===== src/rtl/mips_alu_pkg.sv =====
// Shared ALU control encodings and datapath width for the MIPS32 execute stage.
// Imported by the ALU, its shifter and the ALU control unit.
package mips_alu_pkg;
    localparam int DATA_W = 32;

    localparam logic [3:0] ALU_AND  = 4'b0000;
    localparam logic [3:0] ALU_OR   = 4'b0001;
    localparam logic [3:0] ALU_ADD  = 4'b0010;
    localparam logic [3:0] ALU_SLL  = 4'b0011;
    localparam logic [3:0] ALU_SRL  = 4'b0100;
    localparam logic [3:0] ALU_SRA  = 4'b0101;
    localparam logic [3:0] ALU_SUB  = 4'b0110;
    localparam logic [3:0] ALU_SLT  = 4'b0111;
    localparam logic [3:0] ALU_SLTU = 4'b1000;
    localparam logic [3:0] ALU_NOR  = 4'b1100;
    localparam logic [3:0] ALU_XOR  = 4'b1101;
endpackage


===== src/rtl/mips_alu_if.sv =====
// Operand/control and result/flag bundle between the execute stage and the ALU.
interface mips_alu_if;
    import mips_alu_pkg::*;

    logic [DATA_W-1:0] a;
    logic [DATA_W-1:0] b;
    logic [3:0]        ALU_Ctrl;
    logic [DATA_W-1:0] result;
    logic              zero;
    logic              overflow;

    modport master (output a, b, ALU_Ctrl, input result, zero, overflow);
    modport slave  (input a, b, ALU_Ctrl, output result, zero, overflow);
endinterface


===== src/rtl/alu_shifter.sv =====
// Combinational 32-bit barrel shifter for SLL/SRL/SRA; shift amount is b[4:0].
module alu_shifter
    import mips_alu_pkg::*;
(
    input  logic [DATA_W-1:0] a,
    input  logic [4:0]        shamt,
    input  logic [3:0]        ctrl,
    output logic [DATA_W-1:0] y
);
    always_comb begin
        y = '0;
        case (ctrl)
            ALU_SLL: y = a << shamt;
            ALU_SRL: y = a >> shamt;
            ALU_SRA: y = DATA_W'($signed(a) >>> shamt);
            default: y = '0;
        endcase
    end
endmodule


===== src/rtl/mips_alu.sv =====
// Registered MIPS32 ALU: op mux, zero/overflow flags, one-cycle output register.
// Shift ops (SLL/SRL/SRA) are built only when MIPS_ALU_SHIFT_EN is defined.
module mips_alu
    import mips_alu_pkg::*;
(
    input  logic       clk,
    input  logic       reset,
    mips_alu_if.slave  bus
);
    logic [DATA_W-1:0] sum, diff, nxt_result;
    logic              nxt_ovf;

    assign sum  = bus.a + bus.b;
    assign diff = bus.a - bus.b;

`ifdef MIPS_ALU_SHIFT_EN
    logic [DATA_W-1:0] shift_y;

    alu_shifter u_shifter (
        .a     (bus.a),
        .shamt (bus.b[4:0]),
        .ctrl  (bus.ALU_Ctrl),
        .y     (shift_y)
    );
`endif

    always_comb begin
        nxt_result = '0;
        nxt_ovf    = 1'b0;
        case (bus.ALU_Ctrl)
            ALU_AND:  nxt_result = bus.a & bus.b;
            ALU_OR:   nxt_result = bus.a | bus.b;
            ALU_ADD: begin
                nxt_result = sum;
                nxt_ovf    = (bus.a[DATA_W-1] == bus.b[DATA_W-1]) &&
                             (sum[DATA_W-1] != bus.a[DATA_W-1]);
            end
            ALU_SUB: begin
                nxt_result = diff;
                nxt_ovf    = (bus.a[DATA_W-1] != bus.b[DATA_W-1]) &&
                             (diff[DATA_W-1] != bus.a[DATA_W-1]);
            end
            // True comparisons, not the wrapped subtractor sign.
            ALU_SLT:  nxt_result = {{(DATA_W-1){1'b0}}, $signed(bus.a) < $signed(bus.b)};
            ALU_SLTU: nxt_result = {{(DATA_W-1){1'b0}}, bus.a < bus.b};
            ALU_NOR:  nxt_result = ~(bus.a | bus.b);
            ALU_XOR:  nxt_result = bus.a ^ bus.b;
`ifdef MIPS_ALU_SHIFT_EN
            ALU_SLL, ALU_SRL, ALU_SRA: nxt_result = shift_y;
`endif
            default:  nxt_result = '0;
        endcase
    end

    // Zero flag comes from the value being registered, never the old result.
    always_ff @(posedge clk) begin
        if (reset) begin
            bus.result   <= '0;
            bus.zero     <= 1'b1;
            bus.overflow <= 1'b0;
        end else begin
            bus.result   <= nxt_result;
            bus.zero     <= ~|nxt_result;
            bus.overflow <= nxt_ovf;
        end
    end
endmodule


===== src/flat_wrapper.sv =====
// flat-port wrapper written by rule: the top's interface ports become plain ports
module mips_alu_flat import mips_alu_pkg::*;
  (clk, reset, bus_a, bus_b, bus_ALU_Ctrl, bus_result, bus_zero, bus_overflow);
  mips_alu_if bus_i ();
  input  logic clk;
  input  logic reset;
  input wire logic [$bits(bus_i.a)-1:0] bus_a;
  input wire logic [$bits(bus_i.b)-1:0] bus_b;
  input wire logic [$bits(bus_i.ALU_Ctrl)-1:0] bus_ALU_Ctrl;
  output wire logic [$bits(bus_i.result)-1:0] bus_result;
  output wire logic [$bits(bus_i.zero)-1:0] bus_zero;
  output wire logic [$bits(bus_i.overflow)-1:0] bus_overflow;
  assign bus_i.a = bus_a;
  assign bus_i.b = bus_b;
  assign bus_i.ALU_Ctrl = bus_ALU_Ctrl;
  assign bus_result = bus_i.result;
  assign bus_zero = bus_i.zero;
  assign bus_overflow = bus_i.overflow;
  mips_alu u_core (.clk(clk), .reset(reset), .bus(bus_i));
endmodule

===== config.mk =====
export PLATFORM = sky130hd
export DESIGN_NAME = mips_alu_flat
export DESIGN_NICKNAME = d
export VERILOG_FILES = /design/src/rtl/mips_alu_pkg.sv /design/src/rtl/mips_alu_if.sv /design/src/rtl/alu_shifter.sv /design/src/rtl/mips_alu.sv /design/src/flat_wrapper.sv
export SDC_FILE = /design/constraint.sdc
export NUM_CORES = 1
export LEC_CHECK = 0
export ABC_AREA = 1
export CELL_PAD_IN_SITES_DETAIL_PLACEMENT = 1
export CELL_PAD_IN_SITES_GLOBAL_PLACEMENT = 1
export CORE_ASPECT_RATIO = 2
export CORE_MARGIN = 10
export CORE_UTILIZATION = 35
export DETAILED_ROUTE_END_ITERATION = 8
export PLACE_DENSITY = 0.8
export SKIP_LAST_GASP = 1
export SYNTH_ARGS = -nofsm -noshare
export SYNTH_HDL_FRONTEND = slang
export SYNTH_SLANG_ARGS = --single-unit

===== constraint.sdc =====
create_clock -name clk -period 2.98 [get_ports clk]
set_clock_uncertainty 0.2 [all_clocks]
set_input_delay 0.894 -clock clk [delete_from_list [all_inputs] [get_ports clk]]
set_output_delay 0.894 -clock clk [all_outputs]
set_load 0.02 [all_outputs]

==> results of run 1 <==
==> cell families after synthesis <==
kind of cell / count (synthesis) / synth area share (%)
AND/OR/NAND/NOR: 821 / 43.77
buffers and inverters: 359 / 18.21
AO/OA/AOI/OAI: 168 / 12.88
adder cells (fa/ha/maj): 98 / 15.87
flip-flops: 34 / 8.705
XOR/XNOR: 5 / 0.5601
==> stage by stage <==
stage          hold WS, ps  utilization, %  setup WS [ps]  cells  cell area, um^2
2_1_floorplan        890.0               -          31.15   1485             7819
3_3_place_gp          1499           55.24          -1324   2240            12190
3_5_place_dp          1502           55.24          -1382   2240            12190
==> metrics.md, run 1 <==
| Metric | Value |
|---|---|
| Clock tree buffer depth | `2` |
| Seq/Total Area, Yosys | `8.705%` |
| Top-count cell post-synth | `nand2_1` |
| Ys flop type | `dfxtp_1` |
| RD Place Congestion | `1.018` |
| Syn avg cell area | `5.265 um^2` |
| DP Wirelength | `43,750 um` |
| Number of flops mapped to enable cells by yosys | `0` |
| Asr flop ratio synth | `0%` |
| Status | `did not finish` |
| Top cells by area, synth | `nand2_1 23%, ha_1 15%, inv_1 15%` |
| Cells after Synth | `1,485` |
| H-tree levels | `2` |
| YS warnings | `0` |
| List of most frequent post-synthesis cells | `480 x nand2_1, 306 x inv_1, 141 x nand3_1` |
| Yosys top cell by area | `nand2_1` |
| Stop Error | `[ERROR DPL-0033] detailed placement checks failed during check placement.` |
| Post-CTS Setup Inserts | `76` |
| Cts repair resizes | `854` |
| Clk root buf | `clkbuf_16` |
| Post-Syn Nets | `1,653` |
| Die X | `125.7 um` |
| I/O pin count | `104` |
| CTS Buf Count | `5` |
| Synth top area share | `23.04%` |
| Yosys cell types | `39` |
| Port bufs | `103` |
| # clock sinks | `34` |
| Post-Syn Area | `7819 um^2` |
| Synthesis-stage register bit count | `34` |
| # rows | `77` |
| # hold bufs at CTS | `0` |
| Starting Density | `35.44%` |
| Die H | `231.4 um` |
| Exit stage | `clock tree synthesis (4_1_cts)` |
==> inputs of run 2 (changes only) <==
- CELL_PAD_IN_SITES_DETAIL_PLACEMENT: 1 -> default
- CELL_PAD_IN_SITES_GLOBAL_PLACEMENT: 1 -> default
- CORE_ASPECT_RATIO: 2 -> default
- CORE_UTILIZATION: 35 -> 37
- PLACE_DENSITY: 0.8 -> default
- PLACE_DENSITY_LB_ADDON: default -> 0.15
- clock period: 2.98 -> 3.9 ns (I/O delays scaled with it)
==> metrics.md, run 2 <==
| Metric | Value |
|---|---|
| Slowest Stage Delay on Critical Path | `480 ps` |
| Asr flop ratio synth | `0% (unchanged)` |
| Yosys cell types | `39 (unchanged)` |
| Most common cell after layout, fill and taps aside | `nand2_1` |
| Max Slew Vio Count | `0` |
| Min-delay src | `bus_a[1]` |
| Critical path required time | `3920 ps` |
| Synth top area share | `23.04% (unchanged)` |
| Worst path cell trace | `clkdlybuf4s50_1, inv_1, ha_4, buf_6, nand2_4, nor2_4, nand3_1, nand3b_1, nand2_1, nand3_1, nand2_1, nor2_2, nand3_2, nor2_1, nand3_1, nor2_2, nand2_1, nand2_1` |
| Count of nets after finishing | `2,084` |
| Via density | `5.050` |
| List of most frequent post-synthesis cells | `480 x nand2_1, 306 x inv_1, 141 x nand3_1 (unchanged)` |
| CP endpoint kind | `flip-flop` |
| Initial antenna violation count | `0` |
| Slowest cell on crit path | `clkdlybuf4s50_1` |
| # rows | `53 (was 77)` |
| DR pass1 iterations | `6` |
| Worst slack, placed | `-580.0 ps (was -1382 ps)` |
| Power Dens Cells | `195.1 nW/um^2` |
| Status | `finished clean (was did not finish)` |
| Clock tree from TritonCTS | `done` |
| Critical path type | `in -> reg` |
| I/O pin count | `104 (unchanged)` |
| Worst-path maximum fanout | `6` |
| # clock sinks | `34 (unchanged)` |
| Die X | `165.4 um (was 125.7 um)` |
| Number of flops mapped to enable cells by yosys | `0 (unchanged)` |
| Min Tclk post-route | `3826 ps` |
| Final setup margin | `73.69 ps` |
| GRT Overall Usage | `26.64%` |
| Slew @ Worst Pin | `936.2 ps` |
| Crit path max-delay family | `simple AND/OR/NAND/NOR gates` |
| Routed via count | `11.07k` |
| Maximum vdd drop | `0.1430 mV` |
| Drt drc | `0` |
| Clock transition at path regs | `70 ps` |
| DP Wirelength | `31,580 um (was 43,750 um)` |
| Hold Vio Cnt, Final | `0` |
| Commonest cells after routing, fill and taps aside | `445 x nand2_1, 351 x buf_4, 294 x inv_1` |
| Placeable Area | `20,890 um^2` |
| Die ar. | `27,350 um^2` |
| Post-Route WL | `38,010 um` |
| Seq/Total Area, Yosys | `8.705% (unchanged)` |
| Setup TNS | `0 ps` |
| Ys flop type | `dfxtp_1 (unchanged)` |
| Syn avg cell area | `5.265 um^2 (unchanged)` |
| Top-count cell post-synth | `nand2_1 (unchanged)` |
| Fill cells | `2,134` |
| Yosys top cell by area | `nand2_1 (unchanged)` |
| Setup Viol. Count Final | `0` |
| Clk root buf | `clkbuf_16 (unchanged)` |
| Routed wire length per instance | `17.34 um` |
| Clock tree buffer depth | `2 (unchanged)` |
| Total of max-cap violations | `0` |
| Port bufs | `103 (unchanged)` |
| Final ANT Viol Nets | `0` |
| Antenna diode count | `0` |
| Final worst path period share | `98.11%` |
| YS warnings | `0 (unchanged)` |
| Post-Syn Nets | `1,653 (unchanged)` |
| Vias in the first global route | `10.29k` |
| Die H | `165.4 um (was 231.4 um)` |
| Initial DRC count | `860` |
| Max reg flops | `32` |
| Final hold slack | `1363 ps` |
| Largest net degree at the start of global routing | `32` |
| Top cells by area, synth | `nand2_1 23%, ha_1 15%, inv_1 15% (unchanged)` |
| Layout cells sized above 1 | `28.90%` |
| Crit path launch | `bus_b[7]` |
| Min-Delay Path Class | `in -> reg` |
| RD Place Congestion | `1.025 (was 1.018)` |
| CP Launch Type | `input pin` |
| Syn-to-layout area delta | `63.07%` |
| Synthesis-stage register bit count | `34 (unchanged)` |
| CTS Buf Count | `5 (unchanged)` |
| CP dominant cell by count | `nand2_1` |
| Total grt overflow | `0` |
| Fmax | `261.3 MHz` |
| Starting Density | `37.43% (was 35.44%)` |
| Cells after Synth | `1,485 (unchanged)` |
| Overall power | `2.487 mW` |
| Worst path arrival time | `3850 ps` |
| First-pass GRT wire length | `56,370 um` |
| Post-Syn Area | `7819 um^2 (unchanged)` |
| WP buf/inv | `3` |
| H-tree levels | `2 (unchanged)` |
| Pleak | `7.083 nW` |
| Slew margin rel. | `37.58%` |
| Most flops, register | `u_core.bus.result` |
| Largest registers | `u_core.bus.result: 32 flops, u_core.bus.overflow: 1 flops, u_core.bus.zero: 1 flops` |
[run 2: cell counts after synthesis]
No cell type changed its count.
[run 2: layout make-up]
type	instances	area [um^2]	share of cell area, %
clock buffer	7	142.6	1.119
clock inverter	1	5.005	0.03925
inverter	315	1182	9.274
multi-input combinational	1092	6515	51.10
sequential	34	680.7	5.339
tap	275	344.1	2.699
timing repair buffer	468	3880	30.43
[run 2: cells by family (layout without fill, tap and decap cells)]
| kind of cell | after synthesis | in the layout | share of synthesized area, % |
|---|---|---|---|
| DFF | 34 | 34 | 8.705 |
| AOI/OAI and AO/OA | 168 | 168 | 12.88 |
| xor gates and xnor gates | 5 | 5 | 0.5601 |
| buffers and inverters | 359 | 791 | 18.21 |
| adders and majority gates | 98 | 98 | 15.87 |
| and+or+nand+nor | 821 | 821 | 43.77 |
[run 2: where the power goes]
part	leakage (nW)	switching [mW]	total, mW	internal (mW)
Combinational	6.73	0.920	1.67	0.752
Clock	0.0739	0.188	0.443	0.255
Sequential	0.278	0.00507	0.373	0.368
Total	7.08	1.11	2.49	1.37
[run 2: timing repair]
| action | in CTS | in global routing |
|---|---|---|
| resized for setup | 32 | 171 |
| setup buffers | 7 | 8 |
| hold buffers | 0 | 0 |
| pin swaps | 6 | 30 |
| setup endpoints to repair | 2 | 6 |
[run 2: through the flow]
stage	area, um^2	cells	utilization, %
final	12750	2192	61.04
after global placement	11650	2169	55.76
after global routing	12750	2192	61.04
after CTS	11950	2184	57.21
after floorplan	7819	1485	-
after detailed placement	11650	2169	55.76
[run 2: final timing paths]
path                         endpoint  slack (ps)  cells after the start
min   u_core.bus.result[1]$_SDFF_PP0_        1360                      6
max        u_core.bus.zero$_SDFF_PP1_          70                     18
[run 2: metal layers]
metal  vias to the layer above  track usage [%]  share of wire, %
li1                       5487                -                 -
met1                      5087            38.37                46
met2                       434            41.78                44
met3                        62            2.578               7.7
met4                         0            5.946               2.3
met5                         -                0                 0
Note: power is estimated with default switching activity, not from simulation.
